$ cat config.mk
export PLATFORM = sky130hd
export DESIGN_NAME = hazard_controller
export DESIGN_NICKNAME = d
export VERILOG_FILES = /design/src/rtl/hazard_controller.sv
export SDC_FILE = /design/constraint.sdc
export NUM_CORES = 1
export LEC_CHECK = 0
export CAP_MARGIN = 25
export CORE_MARGIN = 10
export CORE_UTILIZATION = 35
export DETAILED_ROUTE_END_ITERATION = 10
export GPL_TIMING_DRIVEN = 0
export PLACE_DENSITY_LB_ADDON = 0.3
export REMOVE_ABC_BUFFERS = 1
export SKIP_LAST_GASP = 1
export SLEW_MARGIN = 20
export SYNTH_ARGS = -nofsm -noshare
export SYNTH_HDL_FRONTEND = slang
export SYNTH_SLANG_ARGS = --single-unit
$ cat constraint.sdc
create_clock -name clk -period 9.9 [get_ports clk]
set_input_delay 1.98 -clock clk [delete_from_list [all_inputs] [get_ports clk]]
set_output_delay 1.98 -clock clk [all_outputs]
set_load 0.02 [all_outputs]
$ cat src/rtl/hazard_controller.sv
// hazard_controller: fetch/frontend/backend stall generation from I-cache
// state, ROB occupancy, a register RAW scoreboard and a multi-cycle redirect
// flush. Tracks ROB occupancy and per-register pending writes internally.
// Optional build macro: HAZARD_PERF_EN adds saturating performance counters
// (perf_fetch_stall, perf_raw_stall, perf_flush).
module hazard_controller #(
  parameter int ROB_DEPTH    = 16,
  parameter int ROB_HEADROOM = 1,
  parameter int NUM_REGS     = 32,
  parameter int FLUSH_CYCLES = 2,
  parameter int CNT_W        = 32
) (
  input  logic                           clk,
  input  logic                           reset,
  input  logic                           icache_busy,
  input  logic                           instr_valid,
  input  logic                           redirect,
  input  logic                           dispatch_valid,
  input  logic                           dispatch_rd_we,
  input  logic [$clog2(NUM_REGS)-1:0]    dispatch_rd,
  input  logic                           rs1_used,
  input  logic                           rs2_used,
  input  logic [$clog2(NUM_REGS)-1:0]    rs1,
  input  logic [$clog2(NUM_REGS)-1:0]    rs2,
  input  logic                           wb_valid,
  input  logic [$clog2(NUM_REGS)-1:0]    wb_rd,
  input  logic                           retire_valid,
  input  logic                           backend_busy,
  output logic                           fetch_stall,
  output logic                           frontend_stall,
  output logic                           backend_stall,
  output logic                           flush,
  output logic                           rob_full,
  output logic [$clog2(ROB_DEPTH+1)-1:0] rob_count
`ifdef HAZARD_PERF_EN
  ,
  output logic [CNT_W-1:0]               perf_fetch_stall,
  output logic [CNT_W-1:0]               perf_raw_stall,
  output logic [CNT_W-1:0]               perf_flush
`endif
);

  localparam int RW       = $clog2(NUM_REGS);
  localparam int RC_W     = $clog2(ROB_DEPTH+1);
  localparam int FC_W     = (FLUSH_CYCLES > 1) ? $clog2(FLUSH_CYCLES) : 1;
  localparam int FULL_AT  = ROB_DEPTH - ROB_HEADROOM;

  // Reject parameter combinations the counters and flush timer cannot represent.
  if (FLUSH_CYCLES < 1 || CNT_W < 1) begin : g_param_check
    $error("hazard_controller: FLUSH_CYCLES and CNT_W must be >= 1");
  end

  typedef enum logic [1:0] {
    ST_INIT  = 2'd0,
    ST_RUN   = 2'd1,
    ST_FLUSH = 2'd2
  } state_t;

  state_t            state_reg, state_next;
  logic [FC_W-1:0]   flush_cnt_reg, flush_cnt_next;
  logic [RC_W-1:0]   rob_count_reg, rob_count_next;
  logic [NUM_REGS-1:0] pending;
  logic              enter_flush;
  logic              accept;
  logic              raw_hazard;
  logic              rs1_hit, rs2_hit;

  // State and flush-timer registers; async reset returns to INIT.
  always_ff @(posedge clk or negedge reset) begin
    if (!reset) begin
      state_reg     <= ST_INIT;
      flush_cnt_reg <= '0;
    end else begin
      state_reg     <= state_next;
      flush_cnt_reg <= flush_cnt_next;
    end
  end

  // Next-state logic: INIT lasts one clock, redirect (re)starts a flush window.
  always_comb begin
    state_next     = state_reg;
    flush_cnt_next = flush_cnt_reg;
    enter_flush    = 1'b0;
    case (state_reg)
      ST_INIT: state_next = ST_RUN;
      ST_RUN: begin
        if (redirect) begin
          state_next     = ST_FLUSH;
          flush_cnt_next = FC_W'(FLUSH_CYCLES - 1);
          enter_flush    = 1'b1;
        end
      end
      ST_FLUSH: begin
        if (redirect) begin
          flush_cnt_next = FC_W'(FLUSH_CYCLES - 1);
          enter_flush    = 1'b1;
        end else if (flush_cnt_reg == '0) begin
          state_next = ST_RUN;
        end else begin
          flush_cnt_next = flush_cnt_reg - 1'b1;
        end
      end
      default: state_next = ST_INIT;
    endcase
  end

  // RAW detection; a same-cycle writeback to the source forwards and clears it.
  always_comb begin
    rs1_hit    = rs1_used && pending[rs1] && !(wb_valid && (wb_rd == rs1));
    rs2_hit    = rs2_used && pending[rs2] && !(wb_valid && (wb_rd == rs2));
    raw_hazard = rs1_hit || rs2_hit;
  end

  // Stall outputs; RUN is the only state in which anything may advance.
  always_comb begin
    flush          = (state_reg == ST_FLUSH);
    rob_full       = (int'(rob_count_reg) >= FULL_AT);
    backend_stall  = (state_reg == ST_RUN) && backend_busy;
    frontend_stall = (state_reg != ST_RUN) || rob_full || raw_hazard || backend_stall;
    fetch_stall    = (state_reg != ST_RUN) || redirect || icache_busy ||
                     !instr_valid || frontend_stall;
    accept         = dispatch_valid && !frontend_stall;
    rob_count      = rob_count_reg;
  end

  // ROB occupancy update; a flush entry empties the ROB regardless of traffic.
  always_comb begin
    rob_count_next = rob_count_reg;
    if (enter_flush) begin
      rob_count_next = '0;
    end else if (accept && !retire_valid) begin
      rob_count_next = rob_count_reg + 1'b1;
    end else if (retire_valid && !accept && (rob_count_reg != '0)) begin
      rob_count_next = rob_count_reg - 1'b1;
    end
  end

  // ROB occupancy register.
  always_ff @(posedge clk or negedge reset) begin
    if (!reset) rob_count_reg <= '0;
    else        rob_count_reg <= rob_count_next;
  end

  // Register 0 is hardwired and can never hold a pending write.
  assign pending[0] = 1'b0;

  genvar gi;
  generate
    for (gi = 1; gi < NUM_REGS; gi++) begin : g_sb
      logic set_bit, clr_bit;
      assign set_bit = accept && dispatch_rd_we && (dispatch_rd == RW'(gi));
      assign clr_bit = wb_valid && (wb_rd == RW'(gi));
      // Pending-write bit: flush clears, a new producer wins over writeback.
      always_ff @(posedge clk or negedge reset) begin
        if (!reset)           pending[gi] <= 1'b0;
        else if (enter_flush) pending[gi] <= 1'b0;
        else if (set_bit)     pending[gi] <= 1'b1;
        else if (clr_bit)     pending[gi] <= 1'b0;
      end
    end
  endgenerate

`ifdef HAZARD_PERF_EN
  localparam logic [CNT_W-1:0] CNT_MAX = {CNT_W{1'b1}};

  // Saturating event counters for fetch stalls in RUN, RAW stalls and flushes.
  always_ff @(posedge clk or negedge reset) begin
    if (!reset) begin
      perf_fetch_stall <= '0;
      perf_raw_stall   <= '0;
      perf_flush       <= '0;
    end else begin
      if ((state_reg == ST_RUN) && fetch_stall && (perf_fetch_stall != CNT_MAX))
        perf_fetch_stall <= perf_fetch_stall + 1'b1;
      if (raw_hazard && (perf_raw_stall != CNT_MAX))
        perf_raw_stall <= perf_raw_stall + 1'b1;
      if (enter_flush && (perf_flush != CNT_MAX))
        perf_flush <= perf_flush + 1'b1;
    end
  end
`endif

endmodule

==> results.json <==
{
  "status": "finished clean",
  "clock_path_buffers": 2,
  "power.leakage_nw": 1.30,
  "fill_cells": 759,
  "ant_nets": 0,
  "drive_gt1_share_pct": 9.49,
  "crit_type": "in2out",
  "max_freq_mhz": 139,
  "cts_resized": 0,
  "drt_iter0_markers": 166,
  "largest_register_ffs": 31,
  "fin_tns_setup_ns": 0,
  "period_share_pct": 72.9,
  "synth_top_family_by_area": "compound AO/OA/AOI/OAI gates",
  "synth_compound_area_share_pct": 22.4,
  "start_kind": "input pin",
  "initial_core_util_pct": 35.8,
  "core_area_um2": 7690,
  "peakVddDrop_v": 0.0000508,
  "hpwl_um": 5990,
  "synth_mux_area_share_pct": 13.6,
  "htree_levels": 2,
  "synth_xor_area_share_pct": 3.82,
  "layout_common_cells": "clkdlybuf4s50_1 (40), dfrtp_1 (39), o21ai_0 (35)",
  "max-cap-violations": 0,
  "holdCritStartpoint": "flush_cnt_reg",
  "gp_congestion": 0.866,
  "final_common_cell": "clkdlybuf4s50_1",
  "dieHeight_um": 109,
  "slew_violations": 0,
  "yosys_warnings": 0,
  "wl_met2_um": 3780,
  "fin_skew_ns": 0.00934,
  "worst_slew_pin_slew_ns": 0.749,
  "powerDensity_nw_per_um2": 159,
  "cts_root_buf": "clkbuf_8",
  "relSlewSlack_pct": 49.9,
  "numClockSinks": 39,
  "vias": 2470,
  "rsz0062_at_grt": "no",
  "synthSimpleGateAreaFrac_pct": 16.5,
  "crit_arrival_ns": 5.24,
  "track_usage_pct": 13.3,
  "wl_um": 7920,
  "area_growth_pct": 21.0,
  "syn-cell-area_um2": 2750,
  "ys_types": 46,
  "cts_setup_buffers": 0,
  "hold_path_class": "reg2reg",
  "crit-reg2reg-launch": "pending[21]",
  "port_buffers": 41,
  "std_cell_rows": 32,
  "numCtsBuffers": 5,
  "diodes": 0,
  "startpoint": "rs2[0]",
  "synth-seq-cells": 39,
  "hold_violations": 0,
  "ys_seq_area_share_pct": 35.5,
  "viasPerCell": 5.91,
  "antenna_found_initial": 0,
  "cts_tree": "done",
  "grt_pass1_wl_um": 12600,
  "die_area_um2": 11800,
  "drt-pass1-iter-count": 4,
  "clkTransAtPathRegs_ns": 0.07,
  "synthArstFlopShare_pct": 100,
  "die_x_um": 109,
  "postSynthAreaPerCell_um2": 9.72,
  "wl_met3_um": 546,
  "drc": 0,
  "grt.overflow.total": 0,
  "grt_pass1_vias": 2439,
  "final_nets": 355,
  "clock_latency_ns": 0.30,
  "min_period_ns": 7.22,
  "critical_path_required_ns": 7.92,
  "routed.top_layer": "met4",
  "syn-instance-count": 283,
  "synth_edf_count": 0,
  "critical_path_peak_fanout": 11,
  "m1WireLength_um": 3440,
  "cts_hold_buffers": 0,
  "grt_max_degree": 35,
  "ys.flop_type": "dfrtp_1",
  "avgRoutedWirePerCell_um": 19.0,
  "setup_viol": 0,
  "endpoint_kind": "output pin",
  "ios": 42,
  "whs_ns": 0.557,
  "yosys.area_share.adder_pct": 3.91
}
==> per-layer routing <==
layer,vias to the layer above,global-route usage [%]
li1,1154,-
met1,1205,17.1
met2,96,21.4
met3,15,3.13
met4,0,4.33
met5,-,0
==> cell families after synthesis <==
kind of cell | count (synthesis)
compound gates | 94
xor+xnor | 12
fa+ha+maj | 8
buf+inv | 27
flops | 39
mux | 23
simple gates | 80
==> area by class of cell <==
cell class	instances	area, um^2	area share, %
Clock buffer	7	86.3	2.59
Clock inverter	1	8.76	0.263
Inverter	10	37.5	1.13
Multi-Input combinational cell	217	1660	49.8
Sequential cell	39	976	29.3
Tap cell	102	128	3.83
Timing Repair Buffer	42	433	13.0
==> per-stage QoR <==
stage                     utilization [%]  cell area (um^2)  power [mW]  worst slack, ns  instances
after floorplan                         -              2670       0.330             4.08        266
after global placement               41.7              3210       0.413             2.67        409
after detailed placement             42.0              3230       0.418             2.66        410
after CTS                            43.3              3330       0.533             2.66        418
after global routing                 43.3              3330       0.567             2.51        418
final                                43.3              3330       0.529             2.68        418
==> worst paths after layout <==
| kind | cells after the start | slack, ns | endpoint |
|---|---|---|---|
| worst max-delay path | 8 | 2.68 | fetch_stall |
| worst min-delay path | 2 | 0.56 | flush_cnt_reg |
| worst max register to register | 11 | 6.00 | rob_count[4] |
| min in group asynchronous | 1 | 1.62 | pending[19] |
| worst min register to register | 2 | 0.56 | flush_cnt_reg |
| max in group asynchronous | 2 | 7.82 | pending[4] |
==> synthesized netlist by cell type (3+ instances only) <==
cell	n	area, um^2
ha_1	7	87.6
buf_2	4	20.0
nand4b_1	4	35.0
a21oi_1	6	30.0
clkbuf_1	11	41.3
mux2_2	5	56.3
o21ai_0	35	175
dfrtp_1	39	976
xnor2_1	7	61.3
nand2_1	17	63.8
nand2b_1	8	50.1
nand3_1	6	30.0
o311ai_0	7	61.3
o211ai_1	26	195
or3_1	5	31.3
and2_1	3	18.8
xor2_1	5	43.8
nand4_1	3	18.8
nor2_1	13	48.8
nor2b_1	3	18.8
a31oi_1	4	25.0
inv_1	10	37.5
nand3b_1	5	37.5
mux4_2	11	248
o22ai_1	4	25.0
mux2i_1	7	70.1
or4_1	3	22.5
==> power by group <==
| group | internal [mW] | switching [mW] | leakage (nW) |
|---|---|---|---|
| Sequential | 0.175 | 0.0196 | 0.534 |
| Combinational | 0.0956 | 0.124 | 0.718 |
| Clock | 0.0571 | 0.0574 | 0.0484 |
| Total | 0.328 | 0.201 | 1.30 |
==> critical path: stages <==
cell,delay (ns)
clkdlybuf4s50_1,0.79
mux4_2,0.59
o22ai_1,0.16
nor4b_1,0.07
nor4_1,0.36
o211ai_1,0.23
or4_1,0.50
clkdlybuf4s50_1,0.55
(Power assumes the default switching activity.)
